[src/rtl/mem_if_pkg.sv]
// rtl/mem_if_pkg.sv - shared types and default sizes for the word memory interface
package mem_if_pkg;

    // Default geometry, shared with the memory block so both sides agree
    localparam int MemDataWidth = 32;
    localparam int MemAddrWidth = 24;
    localparam int MemWords     = 4096;

    // Width of the read access-time counter (AccessCycles up to 15)
    localparam int WaitW = 4;

    typedef enum logic [1:0] {
        IDLE  = 2'd0,
        WRITE = 2'd1,
        READ  = 2'd2,
        RESP  = 2'd3
    } mem_state_e;

endpackage

[src/rtl/mem_initiator.sv]
// rtl/mem_initiator.sv - single-command master for the single-port word memory
//
// Ports:
//   clk, rst_n                      clock, synchronous active-low reset
//   req_valid/req_ready             command handshake
//   req_we, req_addr, req_wdata     command: 1 = write, word address, write data
//   rsp_valid, rsp_rdata, rsp_err   one-cycle response, read data, out-of-range flag
//   mem_req, mem_rdwr_bar           memory strobe, 1 = read / 0 = write
//   mem_addr, mem_data_in           address and write data to the memory
//   mem_data_out                    read data from the memory
module mem_initiator
    import mem_if_pkg::*;
#(
    parameter int DataWidth    = MemDataWidth,
    parameter int AddrWidth    = MemAddrWidth,
    parameter int Words        = MemWords,
    parameter int AccessCycles = 2
) (
    input  logic                 clk,
    input  logic                 rst_n,
    input  logic                 req_valid,
    output logic                 req_ready,
    input  logic                 req_we,
    input  logic [AddrWidth-1:0] req_addr,
    input  logic [DataWidth-1:0] req_wdata,
    output logic                 rsp_valid,
    output logic [DataWidth-1:0] rsp_rdata,
    output logic                 rsp_err,
    output logic                 mem_req,
    output logic                 mem_rdwr_bar,
    output logic [AddrWidth-1:0] mem_addr,
    output logic [DataWidth-1:0] mem_data_in,
    input  logic [DataWidth-1:0] mem_data_out
);

    // One extra bit so Words == 2**AddrWidth still compares correctly
    localparam logic [AddrWidth:0] WordsLimit = (AddrWidth + 1)'(Words);
    localparam logic [WaitW-1:0]   LastCnt    = WaitW'(AccessCycles - 1);

    mem_state_e       state;
    logic [WaitW-1:0] wait_cnt;
    logic             addr_bad;

    assign addr_bad = ({1'b0, req_addr} >= WordsLimit);

    always_ff @(posedge clk) begin
        if (!rst_n) begin
            state        <= IDLE;
            req_ready    <= 1'b1;
            rsp_valid    <= 1'b0;
            rsp_rdata    <= '0;
            rsp_err      <= 1'b0;
            mem_req      <= 1'b0;
            mem_rdwr_bar <= 1'b1;
            mem_addr     <= '0;
            mem_data_in  <= '0;
            wait_cnt     <= '0;
        end else begin
            case (state)
                IDLE: begin
                    if (req_valid && req_ready) begin
                        mem_addr    <= req_addr;
                        mem_data_in <= req_wdata;
                        req_ready   <= 1'b0;
                        rsp_err     <= 1'b0;
                        if (addr_bad) begin
                            // Rejected without touching the memory bus
                            rsp_err   <= 1'b1;
                            rsp_rdata <= '0;
                            rsp_valid <= 1'b1;
                            state     <= RESP;
                        end else if (req_we) begin
                            mem_req      <= 1'b1;
                            mem_rdwr_bar <= 1'b0;
                            state        <= WRITE;
                        end else begin
                            mem_req      <= 1'b1;
                            mem_rdwr_bar <= 1'b1;
                            wait_cnt     <= '0;
                            state        <= READ;
                        end
                    end
                end
                WRITE: begin
                    // Memory commits on the edge that ends the single strobe cycle
                    mem_req      <= 1'b0;
                    mem_rdwr_bar <= 1'b1;
                    rsp_rdata    <= '0;
                    rsp_valid    <= 1'b1;
                    state        <= RESP;
                end
                READ: begin
                    if (wait_cnt == LastCnt) begin
                        // Data is sampled while mem_req is still high
                        rsp_rdata <= mem_data_out;
                        mem_req   <= 1'b0;
                        rsp_valid <= 1'b1;
                        state     <= RESP;
                    end else begin
                        wait_cnt <= wait_cnt + 1'b1;
                    end
                end
                RESP: begin
                    rsp_valid <= 1'b0;
                    req_ready <= 1'b1;
                    state     <= IDLE;
                end
                default: begin
                    state <= IDLE;
                end
            endcase
        end
    end

endmodule

[config.mk]
export PLATFORM = sky130hd
export DESIGN_NAME = mem_initiator
export DESIGN_NICKNAME = d
export VERILOG_FILES = /design/src/rtl/mem_if_pkg.sv /design/src/rtl/mem_initiator.sv
export SDC_FILE = /design/constraint.sdc
export NUM_CORES = 1
export LEC_CHECK = 0
export CORE_MARGIN = 2
export CORE_UTILIZATION = 44
export CTS_BUF_LIST = sky130_fd_sc_hd__clkbuf_16
export CTS_CLUSTER_DIAMETER = 120
export DETAILED_ROUTE_END_ITERATION = 8
export GPL_TIMING_DRIVEN = 0
export PLACE_DENSITY = 0.87
export SYNTH_ARGS = -nofsm -noshare
export SYNTH_HDL_FRONTEND = slang
export SYNTH_SLANG_ARGS = --single-unit
[constraint.sdc]
create_clock -name clk -period 4.1 [get_ports clk]
set_input_delay 0.82 -clock clk [delete_from_list [all_inputs] [get_ports clk]]
set_output_delay 0.82 -clock clk [all_outputs]
set_load 0.005 [all_outputs]
==> results.md <==
- Status: complete, no violations
- Top cells by area, synth: dfxtp_1, nand2_1, mux2i_1
- Initial antenna violation count: 0
- Synth top cells by count: nand2_1, dfxtp_1, a21oi_1
- Initial DRC Count: 105
- Post-cts resize count: 0
- Yosys cell types: 38
- Hold_ws: 0.456 ns
- Routability cong.: 0.809
- Syn avg cell area: 8.46 µm²
- Count leader, synth: nand2_1
- Final worst setup slack: 1.59 ns
- Fin Setup TNS: 0 ns
- Async set-reset flop share out of synthesis: 0%
- Starting utilization of the core area: 45.6%
- # IOs: 185
- CTS tree: done
- EDFF count, synth: 0
- # diodes: 0
- Max_cap viols: 0
- Crit start category: primary input
- Port Buffers: 183
- Setup Viol. Count Final: 0
- Dpl cells: 761
- Area delta synth->final: 57.2%
- Top cell type's share of synthesized area: 49.9%
- Leakage: 2.30 nW
- Vias in the first global route: 3,945
- Antenna Nets Post-Route: 0
- Floorplan die height: 99.1 µm
- Largest net degree at the start of global routing: 19
- Clk_lat worst skew: 0.34 ns
- CTS max path bufs: 2
- Number of synthesized register bits: 99
- Nets: 762
- Power per cell area: 517 nW/µm²
- HP Class: register to register
- Grt total ovfl: 0
- GRT Total Usage: 22.8%
- Max frequency: 399 MHz
- Post-synthesis sequential area ratio: 49.9%
- Top FF cell, synth: dfxtp_1
- Post-Syn Instances: 470
- Non-Filler Instances: 777
- CTS sink cnt: 99
- Final Hold Viols: 0
- Worst EP required: 4.32 ns
- Core area: 8720 µm²
- RSZ-0062 raised after global routing: false
- WL/cell: 15.0 µm
- Ys Warns: 0
- Pre-Repair DR Iteration Count: 4
- CTS Buf Count: 9
- CTS root buf: clkbuf_16
- First-pass GRT wire length: 18,400 µm
- Via count: 4,013
- Register area: 1980 µm²
- Layout cells sized above 1: 4.78%
- Synth Cell Area: 3980 µm²
- Postcts setup bufs: 0
- Pre-CTS WS: 1.30 ns
- Area of the multi-input gates: 1770 µm²
- Rows: 34
- CTS clk-pin slew, worst paths: 0.07 ns
- Maximum vdd drop: 297 µV
- Worst Path Max Fanout: 7
- Biggest area consumer among synthesized cells: dfxtp_1
- Least-Margin Pin Slew: 0.522 ns
- Remaining DRCs: 0
- CP arrival: 2.73 ns
- Slew Limit Headroom: 65.2%
- Die W: 99.1 µm
- Period minus WS final: 2.51 ns
- H-tree depth: 3
- Crit path kind: primary input to register
- Post-Route WL: 11,700 µm
- Die ar.: 9810 µm²
- # fillers: 668
- CTS Hold Bufs: 0
- Slew Limit Fails: 0
- Synth Net Count: 568
- Final worst-path cycle share: 61.2%
- Post-detail-place hpwl: 8850 µm
- Worst setup EP type: register
- Fin Clk Skew: 0.0122 ns
- Vias/cell: 5.16
-- critical path, stage by stage --
cell and delay, ns:
clkdlybuf4s50_1 0.44, nor4_2 0.46, nand4_1 0.39, and3_2 0.34
o31a_1 0.28
-- per-stage QoR --
step	utilization, %	power (mW)	cell area (µm²)
after detailed placement	68.1	2.39	5940
after floorplan	-	1.88	3980
after global routing	71.7	3.40	6250
after CTS	71.7	3.26	6250
final	71.7	3.23	6250
after global placement	68.1	2.35	5940
-- sequential cells by signal, summed over array words and instances, names as in the netlist, 2 cells and up --
name / count
mem_data_in: 32
mem_addr: 24
wait_cnt: 4
state: 2
rsp_rdata: 32
-- where the power goes --
part	internal [mW]	switching [mW]
Clock	0.483	0.380
Combinational	0.620	0.561
Sequential	1.11	0.0807
Total	2.21	1.02
-- path summary, 6_finish.rpt --
kind	startpoint	slack, ns	endpoint	cells past startpoint
worst min register to register	mem_data_in[1]$_SDFFE_PN0P_	0.46	mem_data_in[1]$_SDFFE_PN0P_	2
worst max-delay path	req_addr[18]	1.59	wait_cnt[2]$_SDFFE_PN0P_	5
worst min-delay path	mem_data_in[1]$_SDFFE_PN0P_	0.46	mem_data_in[1]$_SDFFE_PN0P_	2
worst max register to register	state[0]$_SDFFE_PN0P_	2.00	mem_data_in[31]$_SDFFE_PN0P_	8
-- placed cells by master (no fill, tap or decap), drive strengths merged, types with 3 or more instances in the layout --
cell,instances
nand2,149
nand3,36
dfxtp,99
and3,3
buf,12
o21ai,4
clkbuf,33
ha,6
nor2,4
inv,9
a21oi,61
nor3,4
mux2i,32
clkdlybuf4s50,183
nor4,6
-- routing by layer --
layer	part of all wire [%]	global-route usage (%)	vias up
met5	0	0	-
met4	1.6	7.27	0
met3	7.7	6.31	23
met2	51	40.9	164
met1	40	26.2	1852
li1	-	-	1974
-- cell families after synthesis --
| group | count (synthesis) | synth area share [%] |
|---|---|---|
| AO/OA/AOI/OAI | 81 | 12.0 |
| flip-flops | 99 | 49.9 |
| buffers and inverters | 43 | 5.67 |
| AND/OR/NAND/NOR | 209 | 22.6 |
| adder cells (fa/ha/maj) | 6 | 1.89 |
| multiplexers | 32 | 8.06 |
-- layout make-up --
cell class	count	share of cell area [%]
Clock inverter	7	1.32
Clock buffer	9	3.60
Inverter	7	0.420
Buffer	36	3.18
Timing Repair Buffer	183	29.3
Multi-Input combinational cell	328	28.3
Tap cell	108	2.16
Sequential cell	99	31.7
No activity file was read; power rests on OpenSTA's default activity.
